File: src/rtl/prv32_bus_arbiter_if.sv
// Bus bundle shared by the two PRV32 bus masters, the arbiter and the single
// slave port (RAM / UART / LED GPIO decode).
// 'slave'  : the arbiter's view. It serves the masters' requests and drives the
//            slave-side cycle.
// 'master' : the view of the surrounding system. It issues the requests and
//            answers on the slave side.
interface prv32_bus_arbiter_if #(
    parameter int AW = 32,
    parameter int DW = 32
);
    logic          m0_req;
    logic [AW-1:0] m0_addr;
    logic          m0_we;
    logic [DW-1:0] m0_wdata;
    logic [DW/8-1:0] m0_be;
    logic          m0_ack;
    logic          m0_err;
    logic [DW-1:0] m0_rdata;

    logic          m1_req;
    logic [AW-1:0] m1_addr;
    logic          m1_we;
    logic [DW-1:0] m1_wdata;
    logic [DW/8-1:0] m1_be;
    logic          m1_ack;
    logic          m1_err;
    logic [DW-1:0] m1_rdata;

    logic          s_cyc;
    logic [AW-1:0] s_addr;
    logic          s_we;
    logic [DW-1:0] s_wdata;
    logic [DW/8-1:0] s_be;
    logic          s_ack;
    logic [DW-1:0] s_rdata;

    modport slave (
        input  m0_req, m0_addr, m0_we, m0_wdata, m0_be,
        input  m1_req, m1_addr, m1_we, m1_wdata, m1_be,
        output m0_ack, m0_err, m0_rdata,
        output m1_ack, m1_err, m1_rdata,
        output s_cyc, s_addr, s_we, s_wdata, s_be,
        input  s_ack, s_rdata
    );

    modport master (
        output m0_req, m0_addr, m0_we, m0_wdata, m0_be,
        output m1_req, m1_addr, m1_we, m1_wdata, m1_be,
        input  m0_ack, m0_err, m0_rdata,
        input  m1_ack, m1_err, m1_rdata,
        input  s_cyc, s_addr, s_we, s_wdata, s_be,
        output s_ack, s_rdata
    );
endinterface

File: src/rtl/prv32_bus_arbiter.sv
// Two-master / single-slave request-ack arbiter for the PRV32 SOPC bus.
// m0 = CPU data port, m1 = UART boot-loader/debug master. One transfer is in
// flight at a time. A watchdog ends transfers the slave never acknowledges
// with an error ack, so a dead peripheral cannot hang either master.
module prv32_bus_arbiter #(
    parameter int AW         = 32,
    parameter int DW         = 32,
    parameter int TIMEOUT    = 255,
    parameter int FIXED_PRIO = 0
) (
    input  logic                clk,
    input  logic                rst,
    prv32_bus_arbiter_if.slave  bus,
    output logic                grant,
    output logic [7:0]          tmo_count
);
    typedef enum logic [1:0] {
        ST_IDLE = 2'd0,
        ST_BUSY = 2'd1,
        ST_ERR  = 2'd2
    } state_t;

    localparam int              WDW       = $clog2(TIMEOUT + 1);
    // Watchdog value seen in the last BUSY cycle before the timeout fires:
    // BUSY lasts exactly TIMEOUT cycles when the slave stays silent.
    localparam logic [WDW-1:0]  WDOG_LAST = WDW'(TIMEOUT - 1);
    localparam logic [DW-1:0]   ERR_RDATA = DW'(32'hDEAD_BEEF);

    state_t          state_q, state_d;
    logic            grant_q, grant_d;
    logic            last_grant_q, last_grant_d;
    logic [WDW-1:0]  wdog_q, wdog_d;
    logic [7:0]      tmo_q, tmo_d;

    logic            any_req;
    logic            winner;
    logic            in_busy;
    logic            in_err;
    logic [AW-1:0]   addr_sel;
    logic [DW-1:0]   wdata_sel;
    logic [DW/8-1:0] be_sel;
    logic            we_sel;

    // Arbitration: a lone requester wins; ties go to m0 (fixed) or away from the last owner.
    always_comb begin
        any_req = bus.m0_req | bus.m1_req;
        winner  = 1'b0;
        if (bus.m0_req && bus.m1_req) begin
            winner = (FIXED_PRIO != 0) ? 1'b0 : ~last_grant_q;
        end else if (bus.m1_req) begin
            winner = 1'b1;
        end
    end

    // Next state: bus ownership, watchdog and saturating timeout counter.
    always_comb begin
        state_d      = state_q;
        grant_d      = grant_q;
        last_grant_d = last_grant_q;
        wdog_d       = wdog_q;
        tmo_d        = tmo_q;
        case (state_q)
            ST_IDLE: begin
                if (any_req) begin
                    state_d      = ST_BUSY;
                    grant_d      = winner;
                    last_grant_d = winner;
                    wdog_d       = '0;
                end
            end
            ST_BUSY: begin
                // A slave ack in the final watchdog cycle still completes normally.
                if (bus.s_ack) begin
                    state_d = ST_IDLE;
                end else if (wdog_q == WDOG_LAST) begin
                    state_d = ST_ERR;
                end else begin
                    wdog_d = wdog_q + WDW'(1);
                end
            end
            ST_ERR: begin
                state_d = ST_IDLE;
                if (tmo_q != 8'hFF) begin
                    tmo_d = tmo_q + 8'd1;
                end
            end
            default: begin
                state_d = ST_IDLE;
            end
        endcase
    end

    // State registers; reset aborts any transfer in flight without acknowledging it.
    always_ff @(posedge clk or posedge rst) begin
        if (rst) begin
            state_q      <= ST_IDLE;
            grant_q      <= 1'b0;
            last_grant_q <= 1'b1;
            wdog_q       <= '0;
            tmo_q        <= '0;
        end else begin
            state_q      <= state_d;
            grant_q      <= grant_d;
            last_grant_q <= last_grant_d;
            wdog_q       <= wdog_d;
            tmo_q        <= tmo_d;
        end
    end

    // Slave-side muxes from the owner, and ack/err/rdata routing back to the masters.
    always_comb begin
        in_busy   = (state_q == ST_BUSY);
        in_err    = (state_q == ST_ERR);

        addr_sel  = grant_q ? bus.m1_addr  : bus.m0_addr;
        wdata_sel = grant_q ? bus.m1_wdata : bus.m0_wdata;
        be_sel    = grant_q ? bus.m1_be    : bus.m0_be;
        we_sel    = grant_q ? bus.m1_we    : bus.m0_we;

        bus.s_cyc   = in_busy;
        bus.s_addr  = addr_sel;
        bus.s_wdata = wdata_sel;
        bus.s_be    = be_sel;
        bus.s_we    = we_sel;

        // Slave acks outside BUSY are dropped; the ERR cycle acks on its own.
        bus.m0_ack  = ((in_busy & bus.s_ack) | in_err) & ~grant_q;
        bus.m1_ack  = ((in_busy & bus.s_ack) | in_err) &  grant_q;
        bus.m0_err  = in_err & ~grant_q;
        bus.m1_err  = in_err &  grant_q;
        bus.m0_rdata = (in_err & ~grant_q) ? ERR_RDATA : bus.s_rdata;
        bus.m1_rdata = (in_err &  grant_q) ? ERR_RDATA : bus.s_rdata;

        grant     = grant_q;
        tmo_count = tmo_q;
    end
endmodule

File: src/flat_wrapper.sv
// flat-port wrapper written by rule: the top's interface ports become plain ports
module prv32_bus_arbiter_flat 
#(
    parameter int AW         = 32,
    parameter int DW         = 32,
    parameter int TIMEOUT    = 255,
    parameter int FIXED_PRIO = 0
)
  (clk, rst, grant, tmo_count, bus_m0_req, bus_m0_addr, bus_m0_we, bus_m0_wdata, bus_m0_be, bus_m1_req, bus_m1_addr, bus_m1_we, bus_m1_wdata, bus_m1_be, bus_m0_ack, bus_m0_err, bus_m0_rdata, bus_m1_ack, bus_m1_err, bus_m1_rdata, bus_s_cyc, bus_s_addr, bus_s_we, bus_s_wdata, bus_s_be, bus_s_ack, bus_s_rdata);
  prv32_bus_arbiter_if #(.AW(AW), .DW(DW)) bus_i ();
  input  logic clk;
  input  logic rst;
  output logic grant;
  output logic [7:0] tmo_count;
  input wire logic [$bits(bus_i.m0_req)-1:0] bus_m0_req;
  input wire logic [$bits(bus_i.m0_addr)-1:0] bus_m0_addr;
  input wire logic [$bits(bus_i.m0_we)-1:0] bus_m0_we;
  input wire logic [$bits(bus_i.m0_wdata)-1:0] bus_m0_wdata;
  input wire logic [$bits(bus_i.m0_be)-1:0] bus_m0_be;
  input wire logic [$bits(bus_i.m1_req)-1:0] bus_m1_req;
  input wire logic [$bits(bus_i.m1_addr)-1:0] bus_m1_addr;
  input wire logic [$bits(bus_i.m1_we)-1:0] bus_m1_we;
  input wire logic [$bits(bus_i.m1_wdata)-1:0] bus_m1_wdata;
  input wire logic [$bits(bus_i.m1_be)-1:0] bus_m1_be;
  output wire logic [$bits(bus_i.m0_ack)-1:0] bus_m0_ack;
  output wire logic [$bits(bus_i.m0_err)-1:0] bus_m0_err;
  output wire logic [$bits(bus_i.m0_rdata)-1:0] bus_m0_rdata;
  output wire logic [$bits(bus_i.m1_ack)-1:0] bus_m1_ack;
  output wire logic [$bits(bus_i.m1_err)-1:0] bus_m1_err;
  output wire logic [$bits(bus_i.m1_rdata)-1:0] bus_m1_rdata;
  output wire logic [$bits(bus_i.s_cyc)-1:0] bus_s_cyc;
  output wire logic [$bits(bus_i.s_addr)-1:0] bus_s_addr;
  output wire logic [$bits(bus_i.s_we)-1:0] bus_s_we;
  output wire logic [$bits(bus_i.s_wdata)-1:0] bus_s_wdata;
  output wire logic [$bits(bus_i.s_be)-1:0] bus_s_be;
  input wire logic [$bits(bus_i.s_ack)-1:0] bus_s_ack;
  input wire logic [$bits(bus_i.s_rdata)-1:0] bus_s_rdata;
  assign bus_i.m0_req = bus_m0_req;
  assign bus_i.m0_addr = bus_m0_addr;
  assign bus_i.m0_we = bus_m0_we;
  assign bus_i.m0_wdata = bus_m0_wdata;
  assign bus_i.m0_be = bus_m0_be;
  assign bus_i.m1_req = bus_m1_req;
  assign bus_i.m1_addr = bus_m1_addr;
  assign bus_i.m1_we = bus_m1_we;
  assign bus_i.m1_wdata = bus_m1_wdata;
  assign bus_i.m1_be = bus_m1_be;
  assign bus_m0_ack = bus_i.m0_ack;
  assign bus_m0_err = bus_i.m0_err;
  assign bus_m0_rdata = bus_i.m0_rdata;
  assign bus_m1_ack = bus_i.m1_ack;
  assign bus_m1_err = bus_i.m1_err;
  assign bus_m1_rdata = bus_i.m1_rdata;
  assign bus_s_cyc = bus_i.s_cyc;
  assign bus_s_addr = bus_i.s_addr;
  assign bus_s_we = bus_i.s_we;
  assign bus_s_wdata = bus_i.s_wdata;
  assign bus_s_be = bus_i.s_be;
  assign bus_i.s_ack = bus_s_ack;
  assign bus_i.s_rdata = bus_s_rdata;
  prv32_bus_arbiter #(.AW(AW), .DW(DW), .TIMEOUT(TIMEOUT), .FIXED_PRIO(FIXED_PRIO)) u_core (.clk(clk), .rst(rst), .bus(bus_i), .grant(grant), .tmo_count(tmo_count));
endmodule
File: config.mk
export PLATFORM = sky130hd
export DESIGN_NAME = prv32_bus_arbiter_flat
export DESIGN_NICKNAME = d
export VERILOG_FILES = /design/src/rtl/prv32_bus_arbiter_if.sv /design/src/rtl/prv32_bus_arbiter.sv /design/src/flat_wrapper.sv
export SDC_FILE = /design/constraint.sdc
export NUM_CORES = 1
export LEC_CHECK = 0
export BUFFER_PORTS_ARGS = -buffer_cell sky130_fd_sc_hd__buf_2
export CAP_MARGIN = 25
export CELL_PAD_IN_SITES_DETAIL_PLACEMENT = 0
export CELL_PAD_IN_SITES_GLOBAL_PLACEMENT = 2
export CORE_UTILIZATION = 12
export DETAILED_ROUTE_END_ITERATION = 12
export GPL_TIMING_DRIVEN = 0
export PLACE_DENSITY = 0.76
export SLEW_MARGIN = 20
export SYNTH_ARGS = -nofsm -noshare
export SYNTH_HDL_FRONTEND = slang
export SYNTH_SLANG_ARGS = --single-unit
File: constraint.sdc
create_clock -name clk -period 1.52 [get_ports clk]
set_input_delay 0.228 -clock clk [delete_from_list [all_inputs] [get_ports clk]]
set_output_delay 0.228 -clock clk [all_outputs]
set_load 0.01 [all_outputs]
==> run metrics <==
outcome complete, but fails checks; failing checks setup timing; post-synth net total ~430; pwr dens 775 mW/mm2; Async S/R FF share, synth between 90% and 100%; Post-Place Cell Area 0.00416 mm2; DRT iter0 DRCs 80; Hold Vio Cnt, Final 0; Post-synth top cells 70 x mux2_2, 26 x nand2b_1, 24 x or2_2; largest area contributor in the netlist mux2_2; Routed Antenna Nets 0; Reg-to-Reg Start u_core.state_q[0]; via count 3405; effective utilization at floorplan between 10% and 20%; number of synthesized flops with an enable pin 0; CTS root buf clkbuf_16; Setup TNS Final -30.95 ns; clock slew at reported path FFs 0.06 ns; vias in the first global route 3231; IO Pins approximately 320; clk buf depth 2; number of CTS-inserted buffers 3; Synth cell types 35; CP Launch Type flop; Port-buffer cells 321; first-pass GRT wire length 20700 um; top cells by area, synth mux2_2 35%, dfrtp_1 21%, nand2b_1 7.2%; Reg2Reg Setup Slack -0.06 ns; CTS Hold Bufs 0; clk sink count 20; worst hold path type primary input to asynchronous set/reset pin; final worst slack -0.275 ns; critical path class flop to output pin; largest net degree at the start of global routing 21; Nets just under 800; Worst R2R End u_core.wdog_q[2]; area of the die 0.0194 mm2; CP Capture Type output pin; worst vdd ir around 0.00056 V; Fmax 557 MHz; # fillers 1828; DRC violation count after routing 0; Worst EP required 1.29 ns; total congestion overflow 0; Tot GR Track Use roughly 14%; Gate Count Post-Synth 254; WL per Instance 19.2 um; area grow syn2layout 184%; CTS tree done; worst-path fanout max 7; H-tree Lvls 1; leakage power ~3.4 nW; final setup violation count 144; RSZ-0062 raised after global routing true; skew final 0.00358 ns; final instance area 0.00642 mm2; Slew Viols, Final 0; Synth top area share 34.8%; drt pass-1 iters 4; Cell Area, Synth 0.00226 mm2; share of the yosys chip area belonging to registers 22.2%; worst slew pin tran 0.761 ns; Core ar. 0.0182 mm2; RePlAce Congestion 0.759; Top FF cell, synth dfrtp_1; syn_area_per_cell 8.91 um2; routed wire length 16200 um; Max Cap Viol 0; final cycle utilization of the critical path 118%; FF-to-FF path depth 7; critical path data arrival time between 1.5 and 2 ns; die height 139 um; min Tclk post-route 1.80 ns; synth warn 0; Die X 139 um; synthesized flop and latch total 20; most common cell in the netlist mux2_2; Relative slew margins 49.2%; Skew-Pair Late Insertion Delay 0.25 ns; row cnt 49; Via density 4.02; initial antenna violation count 3; DP Wirelength 11800 um; share of cells above drive strength 1 85.6%
logic make-up (layout without fill, tap and decap cells):
group           Yosys count  count (layout)  share of synthesized area (%)
compound gates           22              24                           6.74
buf+inv                  22             383                           4.09
mux                      71              71                           35.3
flops                    20              20                           22.2
simple gates            109             109                           27.4
xor+xnor                  7               7                           2.71
fa+ha+maj                 3               3                           1.66
other cells               0               1                              0
per-layer routing:
metal	vias to the layer above	routed length (um)	GRT usage, %	share of wire, %
li1	1611	-	-	-
met1	1619	6930	18.4	43
met2	151	8110	24.3	50
met3	20	927	2.48	5.7
met5	-	27	0	0.17
met4	4	231	2.57	1.4
metrics by stage:
step / setup WS, ns / util, % / power [W] / hold WS (ns) / instances
final: -0.275 / 35.3 / 0.00498 / 0.102 / 847
after floorplan: 0.0109 / - / 0.00176 / 0.191 / 254
after CTS: -0.276 / 28.9 / 0.00384 / 0.145 / 833
after global placement: -0.692 / 22.8 / 0.00267 / 0.427 / 804
after global routing: -0.332 / 35.3 / 0.00521 / 0.188 / 847
after detailed placement: -0.707 / 22.8 / 0.00266 / 0.417 / 804
worst max path at each step:
stage                 startpoint          endpoint  slack [ns]  cells after the start
5_1_grt        u_core.state_q[0]  bus_m0_rdata[13]       -0.33                      5
6_report       u_core.state_q[0]  bus_m0_rdata[23]       -0.28                      5
3_3_place_gp   u_core.state_q[0]   bus_m0_rdata[1]       -0.69                      5
3_5_place_dp   u_core.state_q[0]   bus_m0_rdata[1]       -0.71                      5
4_1_cts             u_core.grant  bus_m1_rdata[29]       -0.28                      6
2_1_floorplan  u_core.state_q[0]   bus_m0_rdata[0]        0.01                      4
registers in the layout, summed over array words and instances (netlist names):
register	count
u_core.tmo_count	8
u_core.wdog_q	8
u_core.state_q	2
u_core.grant	1
u_core.last_grant_q	1
layout by cell type (no fill, tap or decap), types with 2 or more instances in the layout:
cell type / synthesis / routed
buf_4: 0 / 15
and2_4: 0 / 8
nor2_1: 9 / 9
buf_6: 0 / 132
a21oi_1: 5 / 3
o21ai_1: 2 / 3
inv_1: 7 / 6
nand3_1: 7 / 7
or2_4: 0 / 24
ha_1: 3 / 2
nor2b_1: 11 / 8
nand2_1: 14 / 13
nor2b_4: 0 / 3
a21oi_4: 1 / 4
nand2b_4: 0 / 23
xor2_1: 6 / 6
clkbuf_16: 0 / 12
a31oi_1: 5 / 5
buf_12: 0 / 11
a31oi_4: 0 / 2
nor3_2: 0 / 3
dfrtp_2: 0 / 3
nand2b_1: 26 / 3
buf_8: 0 / 9
buf_2: 8 / 196
mux2_4: 0 / 69
dfrtp_1: 19 / 16
cell type report:
cell class              count  area (um2)  area share, %
diodes                      1        2.50         0.0390
plain buffers              15         280           4.36
clock buffers               4        88.8           1.38
inverters                   7        26.3          0.409
multi-input cells         214        2350           36.6
flip-flops and latches     20         505           7.87
well taps                 229         287           4.46
repair buffers            357        2880           44.9
where the power goes:
group | switching, W | total [W] | internal [W] | leakage [nW]
Clock | 0.000204 | 0.000605 | 0.000402 | 0.0442
Combinational | 0.00140 | 0.00370 | 0.00230 | 3.14
Sequential | 0.0000784 | 0.000673 | 0.000595 | 0.263
Total | 0.00168 | 0.00498 | 0.00330 | 3.45
timing repair:
| item | 4_1_cts | 5_1_grt |
|---|---|---|
| endpoints found under the setup margin | 154 | 151 |
| setup buffers | 16 | 6 |
| resized for setup | 169 | 209 |
| gates cloned | 9 | 7 |
| pin swaps | 18 | 6 |
worst max-delay path, stage by stage (launching register included):
cell,delay (ns)
dfrtp_2,0.42
nor2b_4,0.21
and2b_4,0.31
buf_8,0.14
or2_4,0.12
buf_6,0.10
No activity file was read; power rests on OpenSTA's default activity.
